`src/rtl/cordic_result_collector.sv`:
```
// Result collector for the pipelined CORDIC core: follows issued ops down a fixed-latency tag
// line and buffers results in a credit-protected FIFO. Option macro: CORDIC_COLLECT_BYPASS_EN.
module cordic_result_collector #(
  parameter int unsigned LATENCY = 28,
  parameter int unsigned DEPTH   = 8,
  parameter int unsigned TAG_W   = 4
) (
  input  logic                clock,
  input  logic                reset_n,
  input  logic                issue_valid,
  output logic                issue_ready,
  input  logic [1:0]          issue_mode,
  input  logic [TAG_W-1:0]    issue_tag,
  input  logic signed [31:0]  pipe_x,
  input  logic signed [31:0]  pipe_y,
  input  logic signed [31:0]  pipe_angle,
  output logic                out_valid,
  input  logic                out_ready,
  output logic signed [31:0]  out_x,
  output logic signed [31:0]  out_y,
  output logic signed [31:0]  out_angle,
  output logic [1:0]          out_mode,
  output logic [TAG_W-1:0]    out_tag,
  output logic [6:0]          inflight
);

  localparam int unsigned AW = $clog2(DEPTH);
  localparam int unsigned EW = 3 * 32 + 2 + TAG_W;
  localparam logic [7:0] DepthW = 8'(DEPTH);

  logic               accept;
  logic               emerge;
  logic               bypass;
  logic               fifo_wr;
  logic               fifo_pop;
  logic               fifo_empty;
  logic [AW:0]        fifo_count;
  logic [7:0]         credit_sum;
  logic [EW-1:0]      wr_entry;
  logic [EW-1:0]      head;

  logic [LATENCY-1:0] dl_vld_q, dl_vld_d;
  logic [1:0]         dl_mode_q [LATENCY];
  logic [1:0]         dl_mode_d [LATENCY];
  logic [TAG_W-1:0]   dl_tag_q  [LATENCY];
  logic [TAG_W-1:0]   dl_tag_d  [LATENCY];
  logic [6:0]         inflight_q, inflight_d;
  logic [AW:0]        wptr_q, wptr_d;
  logic [AW:0]        rptr_q, rptr_d;
  logic [EW-1:0]      mem_q [DEPTH];
  logic [EW-1:0]      mem_d [DEPTH];

  assign fifo_count = wptr_q - rptr_q;
  assign fifo_empty = (fifo_count == '0);

  // Credits are derived only from registered state; accepting while the sum is below DEPTH
  // keeps fifo_count + inflight <= DEPTH, so an emergence always finds a free slot.
  assign credit_sum  = 8'(fifo_count) + {1'b0, inflight_q};
  assign issue_ready = (credit_sum < DepthW);
  assign accept      = issue_valid & issue_ready;
  assign emerge      = dl_vld_q[LATENCY-1];
  assign inflight    = inflight_q;

  assign wr_entry = {pipe_x, pipe_y, pipe_angle, dl_mode_q[LATENCY-1], dl_tag_q[LATENCY-1]};
  assign head     = mem_q[rptr_q[AW-1:0]];

`ifdef CORDIC_COLLECT_BYPASS_EN
  assign bypass = fifo_empty & emerge & out_ready;
`else
  assign bypass = 1'b0;
`endif

  assign fifo_wr  = emerge & ~bypass;
  assign fifo_pop = ~fifo_empty & out_ready;

  always_comb begin
    out_valid = ~fifo_empty;
    {out_x, out_y, out_angle, out_mode, out_tag} = head;
`ifdef CORDIC_COLLECT_BYPASS_EN
    if (bypass) begin
      out_valid = 1'b1;
      {out_x, out_y, out_angle, out_mode, out_tag} = wr_entry;
    end
`endif
  end

  always_comb begin
    dl_vld_d     = dl_vld_q;
    dl_mode_d    = dl_mode_q;
    dl_tag_d     = dl_tag_q;
    dl_vld_d[0]  = accept;
    dl_mode_d[0] = issue_mode;
    dl_tag_d[0]  = issue_tag;
    for (int unsigned k = 1; k < LATENCY; k++) begin
      dl_vld_d[k]  = dl_vld_q[k-1];
      dl_mode_d[k] = dl_mode_q[k-1];
      dl_tag_d[k]  = dl_tag_q[k-1];
    end
  end

  always_comb begin
    inflight_d = inflight_q;
    if (accept && !emerge) begin
      inflight_d = inflight_q + 7'd1;
    end else if (!accept && emerge) begin
      inflight_d = inflight_q - 7'd1;
    end
  end

  always_comb begin
    wptr_d = wptr_q + {{AW{1'b0}}, fifo_wr};
    rptr_d = rptr_q + {{AW{1'b0}}, fifo_pop};
    mem_d  = mem_q;
    if (fifo_wr) begin
      mem_d[wptr_q[AW-1:0]] = wr_entry;
    end
  end

  always_ff @(posedge clock or negedge reset_n) begin
    if (!reset_n) begin
      dl_vld_q   <= '0;
      dl_mode_q  <= '{default: '0};
      dl_tag_q   <= '{default: '0};
      inflight_q <= '0;
      wptr_q     <= '0;
      rptr_q     <= '0;
      mem_q      <= '{default: '0};
    end else begin
      dl_vld_q   <= dl_vld_d;
      dl_mode_q  <= dl_mode_d;
      dl_tag_q   <= dl_tag_d;
      inflight_q <= inflight_d;
      wptr_q     <= wptr_d;
      rptr_q     <= rptr_d;
      mem_q      <= mem_d;
    end
  end

endmodule

```
`config.mk`:
```
export PLATFORM = sky130hd
export DESIGN_NAME = cordic_result_collector
export DESIGN_NICKNAME = d
export VERILOG_FILES = /design/src/rtl/cordic_result_collector.sv
export SDC_FILE = /design/constraint.sdc
export NUM_CORES = 1
export LEC_CHECK = 0
export ABC_AREA = 1
export CORE_AREA = 3 3 308 310
export DETAILED_ROUTE_END_ITERATION = 8
export DIE_AREA = 0 0 311 313
export DONT_BUFFER_PORTS = 1
export SLEW_MARGIN = 30
export SYNTH_ARGS = -nofsm -noshare
export SYNTH_HDL_FRONTEND = slang
export SYNTH_SLANG_ARGS = --single-unit
```
`constraint.sdc`:
```
create_clock -name clock -period 3.62 [get_ports clock]
set_input_delay 0 -clock clock [delete_from_list [all_inputs] [get_ports clock]]
set_output_delay 0 -clock clock [all_outputs]
set_load 0.005 [all_outputs]
```
==> results of run 1 <==
## cell usage after synthesis, drive strengths merged (3+ instances only)
| cell | count |
|---|---|
| a21oi | 108 |
| buf | 165 |
| clkbuf | 170 |
| dfrtp | 1027 |
| ha | 16 |
| inv | 128 |
| nand2 | 1065 |
| nand3 | 13 |
| nor2 | 521 |
| o21ai | 1125 |
| o22ai | 204 |
| xnor2 | 5 |
| xor2 | 3 |
## cell families (layout without fill, tap and decap cells)
logic type / after synthesis / in the layout / synth area share
buf+inv: 463 / 492 / 0.04969
flops: 1027 / 1027 / 0.6182
other cells: 0 / 2 / 0
simple gates: 1602 / 1602 / 0.1453
xor+xnor: 8 / 8 / 0.001685
fa+ha+maj: 18 / 18 / 0.005779
compound gates: 1438 / 1438 / 0.1793
## power breakdown
part	total, µW	switching, µW	internal (µW)
Clock	11400	4550	6840
Sequential	11600	22.0	11600
Combinational	482	367	114
Total	23500	4940	18500
## repair_timing
action / in CTS / in global routing
endpoints found under the hold margin: 1813 / 456
hold buffers: 110 / 4
resized for setup: 0 / 5
setup endpoints to repair: 0 / 6
## metrics by stage
stage | hold WS (ns) | setup TNS [ns] | power [µW]
5_1_grt | 0.04828 | -0.05923 | 24370
3_5_place_dp | -0.2323 | 0 | 11940
2_1_floorplan | -0.2956 | 0 | 11880
4_1_cts | -0.9656 | 0 | 23560
6_report | 0.07048 | 0 | 23470
3_3_place_gp | -0.2340 | 0 | 11940
## flip-flops by register name (all words and copies together) (netlist names)
register	flops
mem_q	816
dl_tag_d	108
dl_mode_d	54
dl_vld_q	28
inflight	7
dl_tag_q	4
rptr_q	4
wptr_q	4
dl_mode_q	2
## how the worst max path moves through the flow
| stage | startpoint | endpoint | slack [ns] | depth (start not counted) |
|---|---|---|---|---|
| after CTS | rptr_q[1]$_DFF_PN0_ | out_y[21] | 0.19 | 6 |
| after global placement | rptr_q[2]$_DFF_PN0_ | inflight[4]$_DFFE_PN0P_ | 0.40 | 19 |
| after detailed placement | wptr_q[2]$_DFF_PN0_ | inflight[4]$_DFFE_PN0P_ | 0.28 | 18 |
| final | rptr_q[1]$_DFF_PN0_ | out_y[21] | 0.26 | 6 |
| after global routing | wptr_q[2]$_DFF_PN0_ | inflight[6]$_DFFE_PN0P_ | -0.02 | 19 |
| after floorplan | rptr_q[2]$_DFF_PN0_ | inflight[4]$_DFFE_PN0P_ | 0.22 | 21 |
## layout by cell type, fill, tap and decap left out, types with 2 or more instances in the layout
cell type / n
o21ai_0: 1092
nand2_1: 1058
dfrtp_1: 1024
nor2_1: 519
o22ai_1: 204
inv_1: 123
clkbuf_16: 112
dlygate4sd3_1: 112
a21oi_1: 106
o21ai_1: 33
clkbuf_8: 30
clkinv_2: 25
clkbuf_1: 22
buf_12: 21
buf_4: 18
ha_1: 14
nand3_1: 13
bufinv_16: 8
buf_16: 8
nand2_4: 7
xnor2_1: 5
inv_6: 4
xor2_1: 3
dfrtp_4: 3
diode_2: 2
a21oi_2: 2
inv_2: 2
fa_1: 2
ha_4: 2
buf_6: 2
## final cells by class
class,count,share of cell area
Sequential cell,1027,0.5435
Multi-Input combinational cell,3066,0.2938
Clock buffer,164,0.06972
Timing Repair Buffer,161,0.04057
Tap cell,1243,0.03288
Inverter,128,0.01047
Clock inverter,39,0.008966
Antenna cell,2,0.0001058
## per-layer routing
| layer | GRT usage | up-vias | share of wire |
|---|---|---|---|
| li1 | - | 14980 | - |
| met2 | 0.3506 | 691 | 0.46 |
| met4 | 0.05708 | 0 | 0.021 |
| met1 | 0.2992 | 15090 | 0.46 |
| met5 | 0 | - | 0 |
| met3 | 0.03815 | 160 | 0.054 |
## critical path, stage by stage (launching register included)
cell and delay [ns]:
dfrtp_4 0.43, buf_4 0.59, buf_4 0.86, o21ai_0 0.26, o22ai_1 0.22, nand2_1 0.06
nand2_1 0.17
==> flow_summary.json, run 1 <==
{
  "core_area_mm2": 0.09194,
  "syn_inst": 4556,
  "synth.area.top_cells": "dfrtp_1 62%, o21ai_0 13%, nand2_1 9.6%",
  "period_minus_slack_ns": 3.360,
  "finalNetCount": 4618,
  "drtPass1Iterations": 5,
  "ant_nets": 0,
  "routed-via-count": 30920,
  "grt_pass1_vias": 29870,
  "hold_path.class": "in2async",
  "p_per_area_mw_per_mm2": 496.2,
  "grt_max_degree": 1028,
  "drt-initial-drc-count": 2604,
  "p_leak_uw": 0.02210,
  "cap_violations": 0,
  "outcome": "finished clean",
  "die_y_um": 313,
  "stdcell_count": 5830,
  "fin_area_mm2": 0.04731,
  "antenna_found_initial": 2,
  "drive_gt1_frac": 0.05496,
  "hpwl_um": 51360,
  "cts_max_level": 3,
  "std_cell_rows": 111,
  "clkTransAtPathRegs_ns": 0.06,
  "routed_wl_um": 104600,
  "wl_per_cell_um": 17.94,
  "yosysWarningCount": 0,
  "slew_violations": 0,
  "setup_violations": 0,
  "synth.net_count": 4680,
  "arrival_ns": 3.36,
  "path_max_fanout": 73,
  "num_io_pins": 217,
  "ys_ff_latch": 1027,
  "dp_cells": 5504,
  "synth_edf_count": 0,
  "viasPerCell": 5.304,
  "clock-sinks": 1027,
  "grt_first_pass_wirelength_um": 169900,
  "clock_path_buffers": 3,
  "startpoint_type": "flop",
  "finalCritPeriodShare": 0.9282,
  "critical_path_required_ns": 3.62,
  "endpoint_kind": "output port",
  "finalWorstSetupSlack_ns": 0.2598,
  "grt_remaining_overflow": 0,
  "nFillCells": 8655,
  "peakVddDrop_v": 0.0003242,
  "r2r_setup_slack_ns": 0.31,
  "initial_utilization": 0.4522,
  "drc": 0,
  "synth_area_leader_cell": "dfrtp_1",
  "area_growth_pct": 13.79,
  "die_w_um": 311,
  "place_area_mm2": 0.04218,
  "cts_tree": "done",
  "finClkSkew_ns": 0.02190,
  "critical_path_class": "reg2out",
  "ff2ff_path_depth": 18,
  "cts_made_buffers": 110,
  "fmax_ghz": 0.2976,
  "fin_util": 0.5145,
  "multi_input_area_mm2": 0.01390,
  "syn_area_per_cell_um2": 9.125,
  "clk_latency_ns": 0.68,
  "dieArea_mm2": 0.09734,
  "post_cts_buffers": 0,
  "r2r-start": "wptr_q[2]$_DFF_PN0_",
  "preCtsSetupSlack_ns": 0.2823,
  "synth_cell_type_count": 25,
  "worst_slew_pin_slew_ns": 1.034,
  "port_buffers": 0,
  "rr_endpoint": "inflight[6]$_DFFE_PN0P_",
  "cts_root_buf": "clkbuf_16",
  "finalWeightedCongestion": 0.7683,
  "async_flop_share": 1.000,
  "slew_headroom": 0.3110,
  "ys.flop_type": "dfrtp_1",
  "rsz0062_at_grt": "yes",
  "seq_area_mm2": 0.02571,
  "yosysSeqAreaShare": 0.6182,
  "hold_violations": 0,
  "synthDominantCellAreaShare": 0.6182,
  "syn_area_mm2": 0.04157,
  "globalRouteTotalUtil": 0.2152
}
(Power assumes the default switching activity.)
==> run 2, diff against run 1 <==
--- a/config.mk
+++ b/config.mk
@@ -10,6 +10,7 @@
 export DETAILED_ROUTE_END_ITERATION = 8
 export DIE_AREA = 0 0 311 313
 export DONT_BUFFER_PORTS = 1
+export REMOVE_ABC_BUFFERS = 1
 export SLEW_MARGIN = 30
 export SYNTH_ARGS = -nofsm -noshare
 export SYNTH_HDL_FRONTEND = slang
==> run 2 against run 1 <==
- via count increased by 0.61%
- non-clock buffer count is 8 higher
- sequential power is essentially flat
- clock power about the same
- die area stayed put
- critical path depth increased by 11
- first-iteration DRC count shrank 0.84%
- wire length increased by 1.2%
- critical path type is now reg2reg
- largest power group unchanged
==> flow_summary.json, run 2 (synthesis gave the netlist of run 1 again) <==
{
  "outcome": "finished clean",
  "crit_family": "adder cells",
  "std_cell_rows": 111,
  "arrival_ns": 3.86,
  "clk_latency_ns": 0.69,
  "grt_first_pass_wirelength_um": 170600,
  "peakVddDrop_v": 0.0003579,
  "clock-sinks": 1027,
  "p_per_area_mw_per_mm2": 497.2,
  "antenna_found_initial": 8,
  "critical_path_class": "reg2reg",
  "ant_nets": 0,
  "critical_path_required_ns": 4.20,
  "grt_pass1_vias": 30000,
  "cts_made_buffers": 108,
  "drt-initial-drc-count": 2582,
  "post_cts_buffers": 0,
  "drc": 0,
  "finalNetCount": 4624,
  "cts_root_buf": "clkbuf_16",
  "port_buffers": 0,
  "setup_tns_ns": 0,
  "worstPathCellList": "inv_4, ha_1, a21oi_1, a21o_1, nand2_1, ha_1, nor2_1, nand3_1, a21oi_1, and2_1, ha_1, inv_2, fa_1, a21oi_1, nand2_1, nand2_1, o21ai_0",
  "worst_slew_pin_slew_ns": 1.040,
  "cts_max_level": 3,
  "rsz0062_at_grt": "no",
  "finalWeightedCongestion": 0.7880,
  "p_leak_uw": 0.02218,
  "cap_violations": 0,
  "num_io_pins": 217,
  "clock_path_buffers": 3,
  "grt_remaining_overflow": 0,
  "setup_violations": 0,
  "rr_endpoint": "inflight[4]$_DFFE_PN0P_",
  "grt_max_degree": 1028,
  "drtPass1Iterations": 5,
  "final_cell_mix": "1092 x o21ai_0, 1058 x nand2_1, 1024 x dfrtp_1, 519 x nor2_1, 204 x o22ai_1",
  "hpwl_um": 53300,
  "routed-via-count": 31110,
  "r2r-start": "rptr_q[2]$_DFF_PN0_",
  "seq_area_mm2": 0.02571,
  "finClkSkew_ns": 0.02495,
  "dieArea_mm2": 0.09734,
  "area_growth_pct": 14.19,
  "endpoint_kind": "flop",
  "die_w_um": 311,
  "initial_utilization": 0.4522,
  "period_minus_slack_ns": 3.283,
  "cts_tree": "done",
  "r2r_setup_slack_ns": 0.34,
  "finalCritPeriodShare": 0.9070,
  "core_area_mm2": 0.09194,
  "critical_path_buf_inv_count": 2,
  "multi_input_area_mm2": 0.01389,
  "routed_wl_um": 105800,
  "startpoint_type": "flop",
  "top_register": "mem_q",
  "hold_violations": 0,
  "finalWorstSetupSlack_ns": 0.3366,
  "largest_reg_flops": 816,
  "path_max_fanout": 6,
  "ff2ff_path_depth": 17,
  "slew_headroom": 0.3067,
  "slowest_stage": "dfrtp_4",
  "wl_per_cell_um": 18.12,
  "globalRouteTotalUtil": 0.2166,
  "viasPerCell": 5.326,
  "slew_violations": 0,
  "preCtsSetupSlack_ns": 0.3085,
  "nFillCells": 8575,
  "slowest_delay_ns": 0.49,
  "layout_commonest_cell": "o21ai_0",
  "hold_path.class": "in2async",
  "drive_gt1_frac": 0.05575,
  "die_y_um": 313,
  "clkTransAtPathRegs_ns": 0.06,
  "fmax_ghz": 0.3046
}
==> run 2: cell count changes in the layout (fill, tap and decap cells not counted), moves of 3 or more <==
cell and change:
buf_12 +9, bufinv_16 +3, clkbuf_16 -4, clkbuf_8 -6, diode_2 +5, inv_16 +4
==> run 2: worst reg2reg max path, cell delays in order, from the launching register on <==
cell     delay, ns
dfrtp_4       0.49
inv_4         0.07
ha_1          0.25
a21oi_1       0.19
a21o_1        0.15
nand2_1       0.05
ha_1          0.26
nor2_1        0.09
nand3_1       0.08
a21oi_1       0.18
and2_1        0.18
ha_1          0.21
inv_2         0.12
fa_1          0.44
a21oi_1       0.21
nand2_1       0.07
nand2_1       0.05
o21ai_0       0.07
==> run 2: through the flow <==
step | cells | utilization | power [µW] | hold WS (ns) | cell area, µm²
floorplan | 4221 | - | 11880 | -0.2956 | 39990
global placement | 5515 | 0.4610 | 11940 | -0.2460 | 42380
detailed placement | 5515 | 0.4610 | 11950 | -0.2427 | 42380
CTS | 5828 | 0.5139 | 23690 | -1.006 | 47250
global route | 5838 | 0.5162 | 24460 | 0.07461 | 47460
finish | 5842 | 0.5163 | 23600 | 0.005637 | 47470
==> run 2: worst max-delay path by stage <==
stage | from | depth (start not counted) | endpoint
after floorplan | rptr_q[0]$_DFF_PN0_ | 5 | out_angle[0]
after global placement | rptr_q[2]$_DFF_PN0_ | 19 | inflight[4]$_DFFE_PN0P_
after detailed placement | rptr_q[2]$_DFF_PN0_ | 19 | inflight[4]$_DFFE_PN0P_
after CTS | rptr_q[0]$_DFF_PN0_ | 6 | out_x[26]
after global routing | rptr_q[2]$_DFF_PN0_ | 21 | inflight[6]$_DFFE_PN0P_
final | rptr_q[2]$_DFF_PN0_ | 17 | inflight[4]$_DFFE_PN0P_
==> run 2: final cells by class <==
class                      instances  area share
multi-input combinational       3066      0.2926
sequential                      1027      0.5416
timing repair buffer             169     0.04314
antenna                            7   0.0003690
clock buffer                     155     0.06571
clock inverter                    47     0.01342
inverter                         128     0.01044
tap                             1243     0.03276
==> run 2: timing repair <==
action | in CTS | in global routing
hold buffers | 111 | 1
resized for setup | 0 | 3
endpoints found under the hold margin | 1813 | 189
setup endpoints to repair | 0 | 4
==> run 2: metal layers <==
| layer | GRT usage | up-vias | part of all wire |
|---|---|---|---|
| met5 | 0 | - | 0.00012 |
| met4 | 0.05472 | 2 | 0.021 |
| met3 | 0.04251 | 153 | 0.061 |
| met2 | 0.3391 | 754 | 0.45 |
| met1 | 0.3115 | 15210 | 0.47 |
| li1 | - | 14990 | - |
==> run 2: power by group <==
part / switching [µW] / total (µW) / internal [µW] / leakage, µW
Clock: 4710 / 11500 / 6820 / 0.00186
Sequential: 22.7 / 11600 / 11600 / 0.00990
Combinational: 364 / 471 / 108 / 0.0104
Total: 5100 / 23600 / 18500 / 0.0222
==> run 3, diff against run 2 <==
--- a/config.mk
+++ b/config.mk
@@ -5,10 +5,9 @@
 export SDC_FILE = /design/constraint.sdc
 export NUM_CORES = 1
 export LEC_CHECK = 0
-export ABC_AREA = 1
-export CORE_AREA = 3 3 308 310
+export CORE_AREA = 3 3 310 312
 export DETAILED_ROUTE_END_ITERATION = 8
-export DIE_AREA = 0 0 311 313
+export DIE_AREA = 0 0 313 315
 export DONT_BUFFER_PORTS = 1
 export REMOVE_ABC_BUFFERS = 1
 export SLEW_MARGIN = 30
==> run 3 against run 2 <==
- global-route usage shrank 2.2 points
- via count decreased by 28%
- wire length shrank 10%
- core utilization up 0.76 points
- critical endpoint is now inflight[5]$_DFFE_PN0P_
- largest power group unchanged
==> flow_summary.json, run 3 <==
{
  "top_register": "mem_q",
  "stdcell_count": 4079,
  "worstPathCellList": "inv_4, ha_4, a21oi_2, o21ai_1, xnor2_1, ha_1, nor4_4, and4_1, ha_2, inv_4, buf_4, buf_4, ha_4, a21oi_4, o21ai_2, nor4bb_1, a2111o_1",
  "cts_root_buf": "clkbuf_16",
  "syn_area_mm2": 0.04204,
  "endpoint_kind": "flop",
  "outcome": "finished clean",
  "area_growth_pct": 16.33,
  "drt-initial-drc-count": 1269,
  "finalWeightedCongestion": 0.7520,
  "startpoint_type": "flop",
  "rsz0062_at_grt": "yes",
  "peakVddDrop_v": 0.0003725,
  "critical_path_required_ns": 4.17,
  "hold_path.class": "in2reg",
  "hpwl_um": 48830,
  "cts_made_buffers": 108,
  "synth_cell_type_count": 34,
  "routed_wl_um": 94920,
  "period_minus_slack_ns": 3.618,
  "grt_max_degree": 1028,
  "core_area_mm2": 0.09333,
  "p_per_area_mw_per_mm2": 492.2,
  "finalCritPeriodShare": 0.9996,
  "antenna_found_initial": 9,
  "path_max_fanout": 3,
  "p_leak_uw": 0.02218,
  "hold_violations": 0,
  "wl_per_cell_um": 23.27,
  "clkTransAtPathRegs_ns": 0.07,
  "slowest_delay_ns": 0.49,
  "slowest_stage": "dfrtp_4",
  "clock-sinks": 1027,
  "yosys-top-cells-count": "1027 x dfrtp_1, 737 x mux2_2, 313 x nand2_1",
  "wl_met1_um": 42360,
  "arrival_ns": 4.17,
  "clock_path_buffers": 3,
  "cts_tree": "done",
  "dp_cells": 3750,
  "seq_area_mm2": 0.02571,
  "port_buffers": 0,
  "synthDominantCellAreaShare": 0.6114,
  "routed-via-count": 22500,
  "synth_area_leader_cell": "dfrtp_1",
  "top_layer": "met5",
  "fmax_ghz": 0.2764,
  "drtPass1Iterations": 6,
  "crit_family": "adder cells",
  "async_flop_share": 1.000,
  "worst_slew_pin_slew_ns": 1.217,
  "critical_path_class": "reg2reg",
  "final_cell_mix": "1024 x dfrtp_1, 737 x mux2_2, 313 x nand2_1, 204 x mux4_2, 112 x dlygate4sd3_1",
  "yosysWarningCount": 0,
  "clk_latency_ns": 0.68,
  "critical_path_buf_inv_count": 4,
  "std_cell_rows": 112,
  "die_w_um": 313,
  "slew_violations": 0,
  "cts_max_level": 3,
  "ant_nets": 0,
  "die_y_um": 315,
  "route.met2.wl_um": 46610,
  "multi_input_area_mm2": 0.01578,
  "nFillCells": 7623,
  "grt_remaining_overflow": 0,
  "finalNetCount": 2856,
  "globalRouteTotalUtil": 0.1949,
  "wl_met3_um": 4122,
  "yosysSeqAreaShare": 0.6114,
  "syn_inst": 2603,
  "setup_violations": 0,
  "synth_edf_count": 0,
  "power_uw": 24070,
  "slew_headroom": 0.1886,
  "synth_most_common_cell": "dfrtp_1",
  "drive_gt1_frac": 0.4317,
  "grt_first_pass_wirelength_um": 149400,
  "synth.area.top_cells": "dfrtp_1 61%, mux2_2 20%, mux4_2 11%",
  "ys_ff_latch": 1027,
  "drc": 0,
  "largest_reg_flops": 816,
  "dieArea_mm2": 0.09860,
  "ys.flop_type": "dfrtp_1",
  "finClkSkew_ns": 0.01710,
  "initial_utilization": 0.4504,
  "syn_area_per_cell_um2": 16.15,
  "num_io_pins": 217,
  "grt_pass1_vias": 25260,
  "cap_violations": 0,
  "layout_commonest_cell": "dfrtp_1",
  "viasPerCell": 5.517
}
-- run 3: cell count changes after synthesis, sizes merged, moves of 63 or more --
cell	delta
a21oi	-104
buf	-63
clkbuf	-113
inv	-120
mux2	+817
mux4	+204
nand2	-752
nor2	-515
o21ai	-1117
o22ai	-204
-- run 3: power by group --
| group | switching (µW) | leakage, µW | internal (µW) |
|---|---|---|---|
| clock | 4580 | 0.00185 | 6890 |
| sequential | 131 | 0.0130 | 11800 |
| combinational | 390 | 0.00730 | 274 |
-- run 3: logic make-up after synthesis --
family | synth area share
flip-flops | 0.6114
multiplexers | 0.3282
AND/OR/NAND/NOR | 0.03182
buffers and inverters | 0.01771
AO/OA/AOI/OAI | 0.002709
adder cells (fa/ha/maj) | 0.005715
XOR/XNOR | 0.002500
-- run 3: metrics by stage --
stage	setup WS, ns	TNS [ns]	utilization	cell area (µm²)	hold WS, ns
after CTS	-0.005243	-0.005243	0.5197	48500	-0.9756
after global routing	-0.1764	-0.5246	0.5239	48890	0.1679
after detailed placement	-0.2721	-0.5946	0.4667	43560	-0.1983
after global placement	-0.09922	-1.362	0.4664	43520	-0.2017
after floorplan	-7.581	-2988.35	-	41320	-0.2956
final	0.001553	0	0.5240	48900	0.1822
-- run 3: layout make-up --
cell class              instances  area share
flip-flops and latches       1027      0.5258
multi-input cells            1409      0.3227
clock buffers                 153     0.06404
repair buffers                178     0.04158
well taps                    1254     0.03209
clock inverters                44     0.01274
inverters                       8   0.0007164
diodes                          6   0.0003070
-- run 3: final timing paths --
kind | slack, ns | cells after the start | endpoint | startpoint
worst max-delay path | 0.002 | 17 | inflight[5]$_DFFE_PN0P_ | rptr_q[2]$_DFF_PN0_
worst min-delay path | 0.18 | 2 | mem_q[227]$_DFFE_PN0P_ | pipe_angle[17]
worst max register to register | 0.002 | 17 | inflight[5]$_DFFE_PN0P_ | rptr_q[2]$_DFF_PN0_
worst min register to register | 0.33 | 0 | dl_tag_d[59]$_DFF_PN0_ | dl_tag_d[63]$_DFF_PN0_
max in group asynchronous | 0.39 | 6 | rptr_q[2]$_DFF_PN0_ | reset_n
min in group asynchronous | 0.53 | 4 | mem_q[104]$_DFFE_PN0P_ | reset_n
-- run 3: timing repair --
action,4_1_cts,5_1_grt
gates cloned,0,0
setup endpoints to repair,28,40
hold endpoints to repair,1810,333
hold buffers,110,4
resized for setup,15,23
setup buffers,2,4
pin swaps,8,14
-- run 3: routing by layer --
| metal | vias up | GRT usage |
|---|---|---|
| li1 | 9670 | - |
| met1 | 12330 | 0.2625 |
| met2 | 362 | 0.3241 |
| met3 | 133 | 0.04102 |
| met4 | 6 | 0.05122 |
| met5 | - | 0 |
